==> config.mk <==
export PLATFORM = sky130hd
export DESIGN_NAME = ifetch_unit
export DESIGN_NICKNAME = d
export VERILOG_FILES = /design/src/rtl/ifetch_unit.sv
export SDC_FILE = /design/constraint.sdc
export NUM_CORES = 2
export LEC_CHECK = 0
export CAP_MARGIN = 40
export CELL_PAD_IN_SITES_DETAIL_PLACEMENT = 2
export CELL_PAD_IN_SITES_GLOBAL_PLACEMENT = 2
export CORE_AREA = 3 3 304 366
export CTS_CLUSTER_DIAMETER = 60
export DETAILED_ROUTE_END_ITERATION = 12
export DIE_AREA = 0 0 307 369
export GPL_TIMING_DRIVEN = 0
export PLACE_DENSITY = 0.93
export SKIP_LAST_GASP = 1
export SLEW_MARGIN = 20
export SYNTH_ARGS = -nofsm -noshare
export SYNTH_HDL_FRONTEND = slang
export SYNTH_SLANG_ARGS = --single-unit
==> constraint.sdc <==
create_clock -name clk -period 16.6 [get_ports clk]
set_clock_uncertainty 0.1 [all_clocks]
set_input_delay 3.32 -clock clk [delete_from_list [all_inputs] [get_ports clk]]
set_output_delay 3.32 -clock clk [all_outputs]
set_load 0.005 [all_outputs]
==> src/rtl/ifetch_unit.sv <==
// Instruction fetch stage: PC, direct-mapped one-word-per-line icache filled through
// the memory controller, and JAL / 2-bit BHT next-PC prediction.
module ifetch_unit #(
  parameter int          ICACHE_IDX_W = 4,
  parameter int          BHT_IDX_W    = 6,
  parameter logic [31:0] RESET_PC     = 32'h0
) (
  input  logic        clk,
  input  logic        rst,
  input  logic        rdy,
  input  logic        rs_full,
  input  logic        lsb_full,
  input  logic        rob_full,
  output logic        inst_rdy,
  output logic [31:0] inst,
  output logic [31:0] inst_pc,
  output logic        inst_pred_jump,
  output logic        mc_en,
  output logic [31:0] mc_pc,
  input  logic        mc_done,
  input  logic [31:0] mc_data,
  input  logic        rollback,
  input  logic [31:0] rollback_pc,
  input  logic        br_upd,
  input  logic [31:0] br_upd_pc,
  input  logic        br_upd_taken
);

  localparam int LINES = 1 << ICACHE_IDX_W;
  localparam int BHT_N = 1 << BHT_IDX_W;
  localparam int TAG_W = 32 - ICACHE_IDX_W - 2;

  localparam logic [0:0] S_IDLE     = 1'b0;
  localparam logic [0:0] S_WAIT_MEM = 1'b1;

  localparam logic [6:0] OP_JAL    = 7'b1101111;
  localparam logic [6:0] OP_BRANCH = 7'b1100011;

  logic [0:0]         r_state;
  logic [31:0]        r_pc;
  logic [LINES-1:0]   r_valid;
  logic [TAG_W-1:0]   r_tag [LINES];
  logic [31:0]        r_data [LINES];
  logic [2*BHT_N-1:0] r_bht;

  logic        r_instRdy;
  logic [31:0] r_inst;
  logic [31:0] r_instPc;
  logic        r_predJump;
  logic        r_mcEn;
  logic [31:0] r_mcPc;

  logic [ICACHE_IDX_W-1:0] w_idx;
  logic [TAG_W-1:0]        w_tag;
  logic                    w_hit;
  logic [31:0]             w_line;
  logic                    w_full;
  logic                    w_fill;
  logic [BHT_IDX_W-1:0]    w_bhtIdx;
  logic [BHT_IDX_W-1:0]    w_updIdx;
  logic [1:0]              w_updCtr;
  logic [31:0]             w_jImm;
  logic [31:0]             w_bImm;
  logic                    w_pred;
  logic [31:0]             w_nextPc;
  logic                    w_unused;

  assign w_idx    = r_pc[ICACHE_IDX_W+1:2];
  assign w_tag    = r_pc[31:ICACHE_IDX_W+2];
  assign w_hit    = r_valid[w_idx] && (r_tag[w_idx] == w_tag);
  assign w_line   = r_data[w_idx];
  assign w_full   = rs_full || lsb_full || rob_full;
  assign w_bhtIdx = r_pc[BHT_IDX_W+1:2];
  assign w_updIdx = br_upd_pc[BHT_IDX_W+1:2];
  assign w_updCtr = r_bht[{w_updIdx, 1'b0} +: 2];
  assign w_unused = ^{br_upd_pc[31:BHT_IDX_W+2], br_upd_pc[1:0]};

  // A rollback in the same cycle as mc_done abandons the fill.
  assign w_fill = rdy && !rollback && (r_state == S_WAIT_MEM) && mc_done;

  assign w_jImm = {{12{w_line[31]}}, w_line[19:12], w_line[20], w_line[30:21], 1'b0};
  assign w_bImm = {{20{w_line[31]}}, w_line[7], w_line[30:25], w_line[11:8], 1'b0};

  always_comb begin
    w_pred   = 1'b0;
    w_nextPc = r_pc + 32'd4;
    if (w_line[6:0] == OP_JAL) begin
      w_pred   = 1'b1;
      w_nextPc = r_pc + w_jImm;
    end else if (w_line[6:0] == OP_BRANCH && r_bht[{w_bhtIdx, 1'b1}]) begin
      w_pred   = 1'b1;
      w_nextPc = r_pc + w_bImm;
    end
  end

  always_ff @(posedge clk) begin
    if (w_fill && !rst) begin
      r_tag[w_idx]  <= w_tag;
      r_data[w_idx] <= mc_data;
    end
  end

  always_ff @(posedge clk) begin
    if (rst) begin
      r_state    <= S_IDLE;
      r_pc       <= RESET_PC;
      r_valid    <= '0;
      r_bht      <= {BHT_N{2'b01}};
      r_instRdy  <= 1'b0;
      r_inst     <= 32'h0;
      r_instPc   <= 32'h0;
      r_predJump <= 1'b0;
      r_mcEn     <= 1'b0;
      r_mcPc     <= 32'h0;
    end else if (rdy) begin
      r_instRdy <= 1'b0;
      // Counter update reads the pre-edge value, so a same-cycle prediction sees the old state.
      if (br_upd) begin
        if (br_upd_taken && w_updCtr != 2'b11) begin
          r_bht[{w_updIdx, 1'b0} +: 2] <= w_updCtr + 2'b01;
        end else if (!br_upd_taken && w_updCtr != 2'b00) begin
          r_bht[{w_updIdx, 1'b0} +: 2] <= w_updCtr - 2'b01;
        end
      end
      if (rollback) begin
        r_pc    <= rollback_pc;
        r_mcEn  <= 1'b0;
        r_state <= S_IDLE;
      end else if (r_state == S_IDLE) begin
        if (!w_hit) begin
          r_mcEn  <= 1'b1;
          r_mcPc  <= r_pc;
          r_state <= S_WAIT_MEM;
        end else if (!w_full) begin
          r_instRdy  <= 1'b1;
          r_inst     <= w_line;
          r_instPc   <= r_pc;
          r_predJump <= w_pred;
          r_pc       <= w_nextPc;
        end
      end else if (mc_done) begin
        r_valid[w_idx] <= 1'b1;
        r_mcEn         <= 1'b0;
        r_state        <= S_IDLE;
      end
    end
  end

  assign inst_rdy       = r_instRdy;
  assign inst           = r_inst;
  assign inst_pc        = r_instPc;
  assign inst_pred_jump = r_predJump;
  assign mc_en          = r_mcEn;
  assign mc_pc          = r_mcPc;

endmodule

# After elaboration in Yosys (flattened, before gate mapping)
# Memory sizes are Yosys's and may differ from the RTL's. A register that Yosys moved wholly into a read port is not among the register bits.
# Index checks and enable logic that the tools add are counted.
# Widths: inputs -> output; s select.
[totals]
register_bits = 276
latch_bits = 0
ramBits = 928
rom_bits = 0
word_cells = 97
memories = 2
[op_classes]
n_addsub = 6
multipliers = 0
n_div = 0
n_lt_le_gt_ge = 3
n_eq_ne = 8
shifts = 4
muxes = 36
n_bitwise = 5
reduce_logical = 23
[mem_list]
columns = ["name", "words", "word_bits", "read_ports", "rd_ports_with_merged_regs", "wr", "line", "source"]
rows = [
  ["r_data", 16, 32, 1, 1, 1, "43", "logic [31:0] r_data [LINES];"],
  ["r_tag", 16, 26, 1, 1, 1, "42", "logic [TAG_W-1:0] r_tag [LINES];"],
]
[ops]
columns = ["cell", "n"]
rows = [
  ["$bwmux 128", 2],
  ["$mux 128", 2],
  ["$shiftx 2x9->128", 2],
  ["$mux 32", 6],
  ["$shift 2x9->128 const A", 1],
  ["$shiftx 128x8->2", 1],
  ["$add 32x32->32", 2],
  ["$add 32x3->32 const B", 1],
  ["$eq 26x26->1", 1],
  ["$mux 1", 19],
  ["$mux 4", 4],
  ["$or 16x16->16", 1],
  ["$eq 7x7->1 const B", 2],
  ["$reduce_and 4->1", 3],
  ["$logic_and 1x1->1", 9],
  ["$neg 7->9", 1],
  ["$lt 7x8->1 const B", 1],
  ["$bmux 1 s6", 1],
  ["$ne 2x2->1 const B", 3],
  ["$ne 3x3->1 const B", 2],
  ["$reduce_and 3->1", 2],
  ["$reduce_bool 2->1", 3],
  ["$lt 4x5->1 const B", 1],
  ["$reduce_and 5->1", 1],
  ["other kinds (8)", 14],
]

# Longest topological paths before layout
[depth]
depth_word = 11
mapped_depth = 22

# Worst setup path after synthesis
# Ideal clock, no wire load.
[synth_timing]
kind = "input to register"
startpoint = "input br_upd_pc[2]"
endpoint = "register (tool-made name)"
setup_ns = 0.141
arrival_time_ns = 7.713
path_slack_ns = 8.646
cell_stages = 19
path_cell_list = "buf_2 buf_1 mux4_2 o22ai_1 nor3b_1 o31ai_1 clkinv_1 clkbuf_1 ha_1 nand2b_1 o21ai_0 and3_1 nor2b_1 nand2_1 nor2_1 clkbuf_1 nand2_1 nand2_1 o211ai_1"
[synth_lines]
columns = ["item", "line", "source"]
rows = [
  ["from (decl)", "25", "input logic [31:0] br_upd_pc,"],
]

# Worst setup path after layout
[layout_timing]
startpoint = "input br_upd_pc[2]"
endpoint = "register r_bht[77]"
[layout_between]
elab_chain_cells = 6
elab_cells_between_ends = 17
[layout_lines]
columns = ["item", "line", "source"]
rows = [
  ["$shiftx 128x8->2", "75", "assign w_updCtr = r_bht[{w_updIdx, 1'b0} +: 2];"],
  ["$sub 2x1->2", "122", "r_bht[{w_updIdx, 1'b0} +: 2] <= w_updCtr - 2'b01;"],
  ["$shiftx 2x9->128", "122", ""],
  ["$bwmux 128", "122", ""],
  ["$mux 128", "121", "end else if (!br_upd_taken && w_updCtr != 2'b00) begin"],
  ["$mux 128", "119", "if (br_upd_taken && w_updCtr != 2'b11) begin"],
  ["to (signal assigned)", "108", "r_bht <= {BHT_N{2'b01}};"],
  ["to (signal, indexed assignment)", "120", "r_bht[{w_updIdx, 1'b0} +: 2] <= w_updCtr + 2'b01;"],
  ["to (signal, indexed assignment)", "122", ""],
  ["to (decl)", "44", "logic [2*BHT_N-1:0] r_bht;"],
]
# Parallel ways exist; a longest one is shown, timed or not. The select of a mux whose other input is x is not followed.
# A chain may end at the register's enable or synchronous reset.

==> flow_metrics.tcl <==
set metrics [dict create \
    reg2reg_slack_ns 5.94 \
    path_clk_slew_ns 0.07 \
    die_width_um 307 \
    min_period_ns 11.83 \
    grt_pass1_wl_um 359000 \
    grt_pass1_vias 42113 \
    antenna_found_initial 36 \
    drive_gt1_share_pct 18.7 \
    syn_inst 3432 \
    powerDensity_mw_per_mm2 118 \
    hold_viol 0 \
    syn_area_sq_mm 0.0517 \
    status "finished with violations" \
    synthAdderAreaFrac_pct 1.29 \
    rr_worst_depth 22 \
    yosys_warnings 0 \
    worstSetupStartpointType "input port" \
    num-fill-cells 9283 \
    ys_seq_area_share_pct 64.8 \
    cts_num_sinks 1208 \
    pin_count 205 \
    hp-start "mc_pc[16]$_SDFFE_PP0P_" \
    die_h_um 369 \
    first_pass_iters 6 \
    die_area_sq_mm 0.113 \
    final_common_cell "edfxtp_1" \
    drc 0 \
    ant_nets 0 \
    finalPower_mw 7.39 \
    synth_compound_area_share_pct 6.69 \
    syn_area_per_cell_sq_um 15.1 \
    min_to "mc_pc[16]$_SDFFE_PP0P_" \
    drv_cap 1 \
    synth_flop_cell "edfxtp_1" \
    setup_violations 0 \
    switching_power_mw 2.08 \
    ir_drop_uv 91.9 \
    cts_max_level 4 \
    synth_seq_cells 1208 \
    arrival_ns 12.35 \
    p_int_mw 5.31 \
    final_cell_mix "edfxtp_1 (928), nand2_1 (297), dfxtp_1 (279)" \
    via_per_inst 8.01 \
    synth_top_family_by_area "multiplexers" \
    holdPathStages 2 \
    cp_max_fo 10 \
    ctsHoldBuffers 0 \
    crit_required_ns 17.12 \
    post-cts-setup-buffers 0 \
    synthXorXnorAreaFrac_pct 2.00 \
    synthArstFlopShare_pct 0 \
    cts_tree "built" \
    synthesis.nets 3590 \
    relSlewSlack_pct -2.28 \
    numPortBuffers 175 \
    fin_util_pct 58.0 \
    swShare_pct 28.2 \
    clkLatencyLatePin_ns 0.86 \
    core_sq_mm 0.108 \
    wire_per_inst_um 53.4 \
    end_kind "flip-flop" \
    vias 43522 \
    finalWirelength_um 290000 \
    muxShareOfSynthArea_pct 16.2 \
    rsz0062_at_grt "false" \
    final_net_count 4056 \
    ctsResizeCount 0 \
    hpwl_um 161000 \
    r2r-end "r_pc[15]$_SDFFE_PP0P_" \
    min_period_over_period_pct 71.3 \
    maxSlewViolCount 2 \
    path_class "input port to flip-flop" \
    cts-root-buf "clkbuf_16" \
    grt_max_degree 24 \
    start_util_pct 47.9 \
    power.share.clock_pct 45.2 \
    numCtsBuffers 131 \
    area_growth_syn_to_layout_pct 21.0 \
    hold_class "flip-flop to flip-flop" \
    synth_simple_gate_area_share_pct 6.86 \
    drtIter0Drc 8803 \
    pwr-share-seq_pct 44.3 \
    rows 132 \
    grt_overflow 0 \
    fmax_ghz 0.0845 \
    place.gp.congestion 0.943 \
    p_leak_nw 20.9 \
    synth_edf_count 928 \
    final.setup.tns_ns 0 \
    tightestPinTransition_ns 1.52 \
    cts_buffer_depth 3 \
    ys_types 79 \
    violations "max-capacitance violations, max-slew violations" \
    grt.total_usage_pct 45.7 \
    timing.hold.ws_ns 0.378 \
    pwr-share-comb_pct 10.5 \
]
-- worst max-delay path, stage by stage --
cell and delay [ns]:
buf_2 0.44, buf_1 0.75, buf_1 0.68, buf_6 0.27
clkbuf_1 0.71, mux2i_1 0.77, o221ai_1 0.33, o22ai_1 0.24
o31ai_1 0.14, o21ai_0 0.76, inv_1 0.11, ha_1 0.23
nand2b_1 0.19, o21ai_0 0.11, and3_1 0.34, nor2b_1 0.27
nand2_1 0.45, nor2_1 0.41, clkbuf_1 0.56, nand3_1 0.24
a21oi_1 0.98
-- cells in the mapped netlist (50+ instances only) --
master | count | area [sq um]
xnor2_1 | 68 | 596
xor2_1 | 50 | 438
o211ai_1 | 67 | 503
o21ai_0 | 55 | 275
mux4_2 | 274 | 6170
nand2_1 | 297 | 1110
edfxtp_1 | 928 | 27900
ha_1 | 50 | 626
a21oi_1 | 151 | 756
mux2i_1 | 216 | 2160
nor2_1 | 215 | 807
dfxtp_1 | 280 | 5610
clkbuf_1 | 135 | 507
nand3_1 | 115 | 576
-- layer usage --
metal	GRT usage [%]	vias up	share of wire, %
met5	0.560	-	0.13
met1	56.1	21784	32
met4	31.4	38	10
met2	68.2	5387	42
met3	15.9	1982	15
li1	-	14331	-
-- area by class of cell --
type                    count  area [sq um]  share of cell area (%)
diodes                     19          47.5                  0.0760
plain buffers             222          1000                    1.60
clock buffers             178          3690                    5.90
clock inverters            63           821                    1.31
inverters                  32           120                   0.192
multi-input cells        1970         17200                    27.6
flip-flops and latches   1208         33500                    53.5
well taps                1407          1760                    2.81
repair buffers            333          4390                    7.02
-- per-stage QoR --
step	instances	instance area (sq um)	setup WS (ns)
6_report	5432	62600	4.77
5_1_grt	5416	62500	5.19
4_1_cts	5352	61700	6.69
3_5_place_dp	5111	57200	6.16
3_3_place_gp	5014	55200	4.56
2_1_floorplan	3432	51700	8.65
-- power by group through the flow --
stage                     Clock [mW]  Combinational [mW]  Sequential (mW)
final                           3.34               0.776             3.27
after global routing            3.41               0.759             3.27
after CTS                       3.23               0.649             3.29
after detailed placement           0               0.609             3.35
after global placement             0               0.546             3.35
after floorplan                    0               0.330             3.33
-- sequential cells by signal, summed over array words and instances (netlist names), named ones only --
name,count
r_pc,32
r_tag,416
inst_pc,32
mc_en,1
r_state,1
r_data,512
mc_pc,32
inst_rdy,1
inst_pred_jump,1
r_bht,64
r_valid,16
inst,32
-- cells by family after synthesis --
group	count (synthesis)
compound gates	512
xor+xnor	118
fa+ha+maj	52
buf+inv	254
flops	1208
mux	495
simple gates	793
-- worst max-delay path by stage --
stage	startpoint	slack, ns	depth (start not counted)	endpoint
global route	br_upd_pc[2]	5.19	21	r_bht[77]$_SDFFE_PP0P_
detailed placement	br_upd_pc[3]	6.16	21	r_bht[77]$_SDFFE_PP0P_
global placement	rollback	4.56	6	r_data[1][0]$_DFFE_PP_
floorplan	br_upd_pc[2]	8.65	19	flip-flop
finish	br_upd_pc[2]	4.77	21	r_bht[77]$_SDFFE_PP0P_
CTS	br_upd_pc[3]	6.69	21	r_bht[7]$_SDFFE_PP0P_
Power figures use the tool's default switching activity.
